==> src/rtl/date_counter_pkg.sv <==
// Shared calendar constants and the date record used by the date counter.
package date_counter_pkg;

    localparam int DAY_W  = 6;
    localparam int MON_W  = 4;
    localparam int YEAR_W = 14;

    localparam logic [MON_W-1:0] MON_JAN = 4'd1;
    localparam logic [MON_W-1:0] MON_FEB = 4'd2;
    localparam logic [MON_W-1:0] MON_MAR = 4'd3;
    localparam logic [MON_W-1:0] MON_APR = 4'd4;
    localparam logic [MON_W-1:0] MON_MAY = 4'd5;
    localparam logic [MON_W-1:0] MON_JUN = 4'd6;
    localparam logic [MON_W-1:0] MON_JUL = 4'd7;
    localparam logic [MON_W-1:0] MON_AUG = 4'd8;
    localparam logic [MON_W-1:0] MON_SEP = 4'd9;
    localparam logic [MON_W-1:0] MON_OCT = 4'd10;
    localparam logic [MON_W-1:0] MON_NOV = 4'd11;
    localparam logic [MON_W-1:0] MON_DEC = 4'd12;

    localparam logic [DAY_W-1:0] DIM_31       = 6'd31;
    localparam logic [DAY_W-1:0] DIM_30       = 6'd30;
    localparam logic [DAY_W-1:0] DIM_FEB_LEAP = 6'd29;
    localparam logic [DAY_W-1:0] DIM_FEB      = 6'd28;

    typedef struct packed {
        logic [DAY_W-1:0]  day;
        logic [MON_W-1:0]  month;
        logic [YEAR_W-1:0] year;
    } date_t;

endpackage

==> src/rtl/date_counter_days_in_month.sv <==
// Calendar helpers: days_in_month lookup and leap_year_calc.
// leap_year_calc uses the full Gregorian rule when GREGORIAN_LEAP_EN is defined.
module days_in_month
    import date_counter_pkg::*;
(
    input  logic [MON_W-1:0] month_i,
    input  logic             leap_i,
    output logic [DAY_W-1:0] dim_o
);

    always_comb begin
        dim_o = DIM_31;
        case (month_i)
            MON_APR, MON_JUN, MON_SEP, MON_NOV: dim_o = DIM_30;
            MON_FEB: dim_o = leap_i ? DIM_FEB_LEAP : DIM_FEB;
            default: dim_o = DIM_31;
        endcase
    end

endmodule

module leap_year_calc
    import date_counter_pkg::*;
(
    input  logic [YEAR_W-1:0] year_i,
    output logic              leap_o
);

`ifdef GREGORIAN_LEAP_EN
    logic div100;
    logic div400;
    assign div100 = ((year_i % 14'd100) == 14'd0);
    assign div400 = ((year_i % 14'd400) == 14'd0);
    assign leap_o = (year_i[1:0] == 2'b00) && (!div100 || div400);
`else
    assign leap_o = (year_i[1:0] == 2'b00);
`endif

endmodule

==> src/rtl/date_counter.sv <==
// Day/month/year counter advanced by a midnight pulse, with validated date-set.
// Leap rule selected by GREGORIAN_LEAP_EN (Gregorian when defined, div-by-4 otherwise).
module date_counter
    import date_counter_pkg::*;
#(
    parameter logic [YEAR_W-1:0] YEAR_RESET = 14'd2000,
    parameter logic [YEAR_W-1:0] YEAR_MAX   = 14'd9999
) (
    input  logic              clk,
    input  logic              rst_n,
    input  logic              day_tick,
    input  logic              set_en,
    input  logic [DAY_W-1:0]  set_day,
    input  logic [MON_W-1:0]  set_month,
    input  logic [YEAR_W-1:0] set_year,
    output logic [DAY_W-1:0]  day,
    output logic [MON_W-1:0]  month,
    output logic [YEAR_W-1:0] year,
    output logic              leap,
    output logic              month_tick,
    output logic              year_wrap,
    output logic              set_err
);

    date_t            date_q, date_d;
    logic             month_tick_q, month_tick_d;
    logic             year_wrap_q, year_wrap_d;
    logic             set_err_q, set_err_d;

    logic             set_leap;
    logic [DAY_W-1:0] cur_dim;
    logic [DAY_W-1:0] set_dim;
    logic             set_ok;
    logic             cur_mon_ok;

    leap_year_calc u_leap_cur (.year_i(date_q.year), .leap_o(leap));
    leap_year_calc u_leap_set (.year_i(set_year),    .leap_o(set_leap));

    days_in_month u_dim_cur (.month_i(date_q.month), .leap_i(leap),     .dim_o(cur_dim));
    days_in_month u_dim_set (.month_i(set_month),    .leap_i(set_leap), .dim_o(set_dim));

    assign set_ok = (set_month >= MON_JAN) && (set_month <= MON_DEC)
                 && (set_day >= 6'd1) && (set_day <= set_dim)
                 && (set_year <= YEAR_MAX);

    assign cur_mon_ok = (date_q.month >= MON_JAN) && (date_q.month <= MON_DEC);

    always_comb begin
        date_d       = date_q;
        month_tick_d = 1'b0;
        year_wrap_d  = 1'b0;
        set_err_d    = 1'b0;
        if (set_en && set_ok) begin
            date_d.day   = set_day;
            date_d.month = set_month;
            date_d.year  = set_year;
        end else begin
            set_err_d = set_en;
            // A rejected set leaves the tick in force.
            if (day_tick) begin
                if (cur_mon_ok && (date_q.day < cur_dim)) begin
                    date_d.day = date_q.day + 6'd1;
                end else begin
                    date_d.day   = 6'd1;
                    month_tick_d = 1'b1;
                    if (!cur_mon_ok) begin
                        date_d.month = MON_JAN;
                    end else if (date_q.month == MON_DEC) begin
                        date_d.month = MON_JAN;
                        if (date_q.year >= YEAR_MAX) begin
                            date_d.year = '0;
                            year_wrap_d = 1'b1;
                        end else begin
                            date_d.year = date_q.year + 14'd1;
                        end
                    end else begin
                        date_d.month = date_q.month + 4'd1;
                    end
                end
            end
        end
    end

    always_ff @(posedge clk or negedge rst_n) begin
        if (!rst_n) begin
            date_q.day   <= 6'd1;
            date_q.month <= MON_JAN;
            date_q.year  <= YEAR_RESET;
            month_tick_q <= 1'b0;
            year_wrap_q  <= 1'b0;
            set_err_q    <= 1'b0;
        end else begin
            date_q       <= date_d;
            month_tick_q <= month_tick_d;
            year_wrap_q  <= year_wrap_d;
            set_err_q    <= set_err_d;
        end
    end

    assign day        = date_q.day;
    assign month      = date_q.month;
    assign year       = date_q.year;
    assign month_tick = month_tick_q;
    assign year_wrap  = year_wrap_q;
    assign set_err    = set_err_q;

endmodule

==> config.mk <==
export PLATFORM = sky130hd
export DESIGN_NAME = date_counter
export DESIGN_NICKNAME = d
export VERILOG_FILES = /design/src/rtl/date_counter_pkg.sv /design/src/rtl/date_counter_days_in_month.sv /design/src/rtl/date_counter.sv
export SDC_FILE = /design/constraint.sdc
export NUM_CORES = 1
export LEC_CHECK = 0
export ABC_AREA = 1
export CAP_MARGIN = 20
export CORE_ASPECT_RATIO = 0.75
export CORE_UTILIZATION = 54
export CTS_CLUSTER_SIZE = 20
export DETAILED_ROUTE_END_ITERATION = 16
export GPL_TIMING_DRIVEN = 0
export PLACE_DENSITY = 0.83
export SLEW_MARGIN = 40
export SYNTH_ARGS = -nofsm -noshare
export SYNTH_HDL_FRONTEND = slang
export SYNTH_SLANG_ARGS = --single-unit
==> constraint.sdc <==
create_clock -name clk -period 3 [get_ports clk]
set_input_delay 0.9 -clock clk [delete_from_list [all_inputs] [get_ports clk]]
set_output_delay 0.9 -clock clk [all_outputs]
set_load 0.05 [all_outputs]
==> run_results.csv <==
group,metric,value,unit
routing,via_count,2693,
synthesis,synth_mux_area_frac,0,
synthesis,synth_area_leaders,"dfrtp_1 20%, nand2_1 19%, dfstp_2 8.9%",
clocking,cts_root_buf,"clkbuf_8",
synthesis,synth_seq_cells,27,
clocking,hold_buffers,0,
setup_path,regToRegStartpoint,"month[0]$_DFFE_PN1P_",
finish,postLayoutCellArea,3140,um^2
sta,tns,0,ns
routing,drt-total-wl,7160,um
synthesis,post_synth_fa_ha_maj_area_fraction,0.0530,
grt,grt_max_degree,28,
placed_design,dp.cells,469,
synthesis,synth.cell_area,2360,um^2
synthesis,yosysSeqAreaShare,0.290,
setup_path,reg2regPathDepth,12,
die,die_area,4640,um^2
routing,ant_nets,0,
routing,via_per_inst,5.60,
pwr,power_density,794,nW/um^2
die,start_util,0.572,
grt,grtUsageTotal,0.319,
setup_path,reg2reg_to,"year[9]$_DFFE_PN1P_",
routing,drt-pass1-iter-count,5,
sta,hold_slack,0.504,ns
setup_path,worst_setup_path_start_kind,"input port",
die,row_count,20,
synthesis,ys.flop_type,"dfrtp_1",
pwr,power.leakage,1.52,nW
sta,fin_crit,2.85,ns
sta,rsz0062_at_grt,"no",
synthesis,netlist.area_leader.share,0.201,
grt,antenna_found_initial,0,
hold_path,hold_depth,2,
die,num_io_pins,56,
placed_design,placed_area,2970,um^2
synthesis,synth-xor-area-share,0.0445,
routing,drt_iter0_markers,286,
sta,timing.final.crit_share,0.950,
sta,fmax,351,MHz
clocking,htreeDepth,1,
clocking,clk_pin_slew,0.09,ns
finish,diodes,0,
synthesis,synth_common_cells,"122 x nand2_1, 40 x nor2_1, 33 x nand4_1",
placed_design,io_buffers,54,
setup_path,critPathMaxFanout,7,
finish,area_growth,33.1,%
pwr,total_power,2.50,mW
synthesis,syn-instance-count,360,
synthesis,synth-simple-area-share,0.458,
hold_path,min_to,"year[8]$_DFFE_PN1P_",
clocking,clk_path_buf_depth,2,
setup_path,cp-end-kind,"flop",
sta,finClkSkew,0.00313,ns
synthesis,synthesis.nets,398,
grt,overflow,0,
setup_path,cp.arrival,3.02,ns
clocking,cts_buffers,3,
finish,nets,465,
die,core-area,4130,um^2
setup_path,worstSetupStartpoint,"set_month[3]",
routing,drc,0,
placed_design,gp_congestion,0.959,
grt,grt_pass1_wl,11300,um
synthesis,avgSynthCellArea,6.56,um^2
hold_path,hold_start,"year[8]$_DFFE_PN1P_",
synthesis,synthMostInstantiatedCell,"nand2_1",
clocking,cts_tree,"yes",
setup_path,cp_data_required_time,3.17,ns
setup_path,critPathKind,"in -> reg",
placed_design,dp_hpwl,5330,um
synthesis,synthArstFlopShare,1.00,
die,die_y,59.3,um
sta,setup_viol,0,
routing,wl_per_cell,14.9,um
synthesis,yosys_warnings,0,
grt,first_global_vias,2291,
synthesis,synth_top_family_by_area,"simple AND/OR/NAND/NOR gates",
finish,fill_cells,365,
synthesis,yosys.area.top_type,"dfrtp_1",
clocking,cts.sinks,27,
finish,fin_cells,481,
clocking,clkLatencyLatePin,0.28,ns
sta,hold_viol,0,
hold_path,hold_path.class,"reg -> reg",
sta,final_max_slew_viol_count,0,
die,fp.dieW,78.4,um
run_status,outcome,"finished clean",
finish,drive_above_1_share,0.117,
synthesis,synth_compound_area_frac,0.0578,
setup_path,r2r_setup_slack,0.79,ns
pwr,peakVddDrop,0.818,mV
sta,tightest_slew,0.628,ns
sta,slew_headroom,0.582,
synthesis,ys_types,34,
synthesis,synth-edff-count,0,
job,max_cap_violations,0,
## sequential cells by signal (all words and copies together) (netlist names)
register	cells
year	14
day	6
month	4
month_tick	1
set_err	1
year_wrap	1
## repair_timing
| action | in CTS | in global routing |
|---|---|---|
| setup endpoints to repair | 27 | 26 |
| cloned | 1 | 0 |
| setup buffers | 6 | 1 |
| gates resized for setup | 12 | 11 |
| pin swaps | 6 | 1 |
## logic make-up (layout without fill, tap and decap cells)
logic type / count (synthesis) / count (layout)
AOI/OAI and AO/OA: 23 / 23
buffers and inverters: 51 / 117
xor gates and xnor gates: 12 / 12
and+or+nand+nor: 237 / 237
adders and majority gates: 10 / 10
DFF: 27 / 27
## worst max-delay path by stage
stage	to	slack, ns	cells past startpoint
5_1_grt	year[13]$_DFFE_PN0P_	0.06	16
4_1_cts	year[13]$_DFFE_PN0P_	0.04	15
2_1_floorplan	day[1]$_DFFE_PN0P_	0.15	14
3_5_place_dp	day[3]$_DFFE_PN0P_	-0.64	16
3_3_place_gp	year[7]$_DFFE_PN1P_	-0.61	17
6_report	year[13]$_DFFE_PN0P_	0.15	16
## critical path, stage by stage
cell	delay, ns
clkbuf_2	0.12
or2_4	0.28
nor3_4	0.18
o21ai_1	0.09
o211a_1	0.12
ha_1	0.27
nand2_1	0.05
inv_1	0.05
nor2_1	0.04
nand2b_1	0.14
nand4_4	0.21
nand2_4	0.18
nand3_4	0.11
buf_6	0.15
nand2_1	0.07
nand2_1	0.07
## cell usage in the layout, fill, tap and decap left out, types with 3 or more instances in the layout
| master | n |
|---|---|
| a21oi_1 | 6 |
| buf_2 | 4 |
| buf_4 | 10 |
| clkbuf_1 | 4 |
| clkbuf_8 | 3 |
| clkdlybuf4s50_1 | 49 |
| dfrtp_1 | 19 |
| dfstp_2 | 8 |
| ha_1 | 10 |
| inv_1 | 31 |
| inv_2 | 4 |
| nand2_1 | 122 |
| nand3_1 | 20 |
| nand3b_1 | 4 |
| nand4_1 | 33 |
| nor2_1 | 40 |
| nor3_1 | 5 |
| o211ai_1 | 3 |
| o21ai_0 | 5 |
| o21ai_1 | 4 |
| xnor2_1 | 4 |
| xor2_1 | 8 |
## per-stage QoR
step,util,setup WS (ns)
after floorplan,-,0.149
after global routing,0.761,0.0631
after CTS,0.753,0.0440
after global placement,0.719,-0.609
final,0.761,0.149
after detailed placement,0.718,-0.641
## per-layer routing
layer / track usage / part of all wire
met1: 0.474 / 0.47
met2: 0.497 / 0.43
met3: 0.0569 / 0.097
met4: 0.0423 / 0.0061
met5: 0 / 0
## layout make-up
class / instances / area, um^2 / share of cell area
clock buffer: 4 / 45.0 / 0.0143
tap: 55 / 68.8 / 0.0219
multi-input combinational: 282 / 1480 / 0.472
timing repair buffer: 62 / 616 / 0.196
sequential: 27 / 686 / 0.218
buffer: 15 / 109 / 0.0346
inverter: 36 / 135 / 0.0430
## report_power, final
group	switching (mW)	total, mW	internal [mW]
Clock	0.119	0.214	0.0955
Combinational	1.03	1.60	0.573
Sequential	0.180	0.681	0.502
No activity file was read; power rests on OpenSTA's default activity.
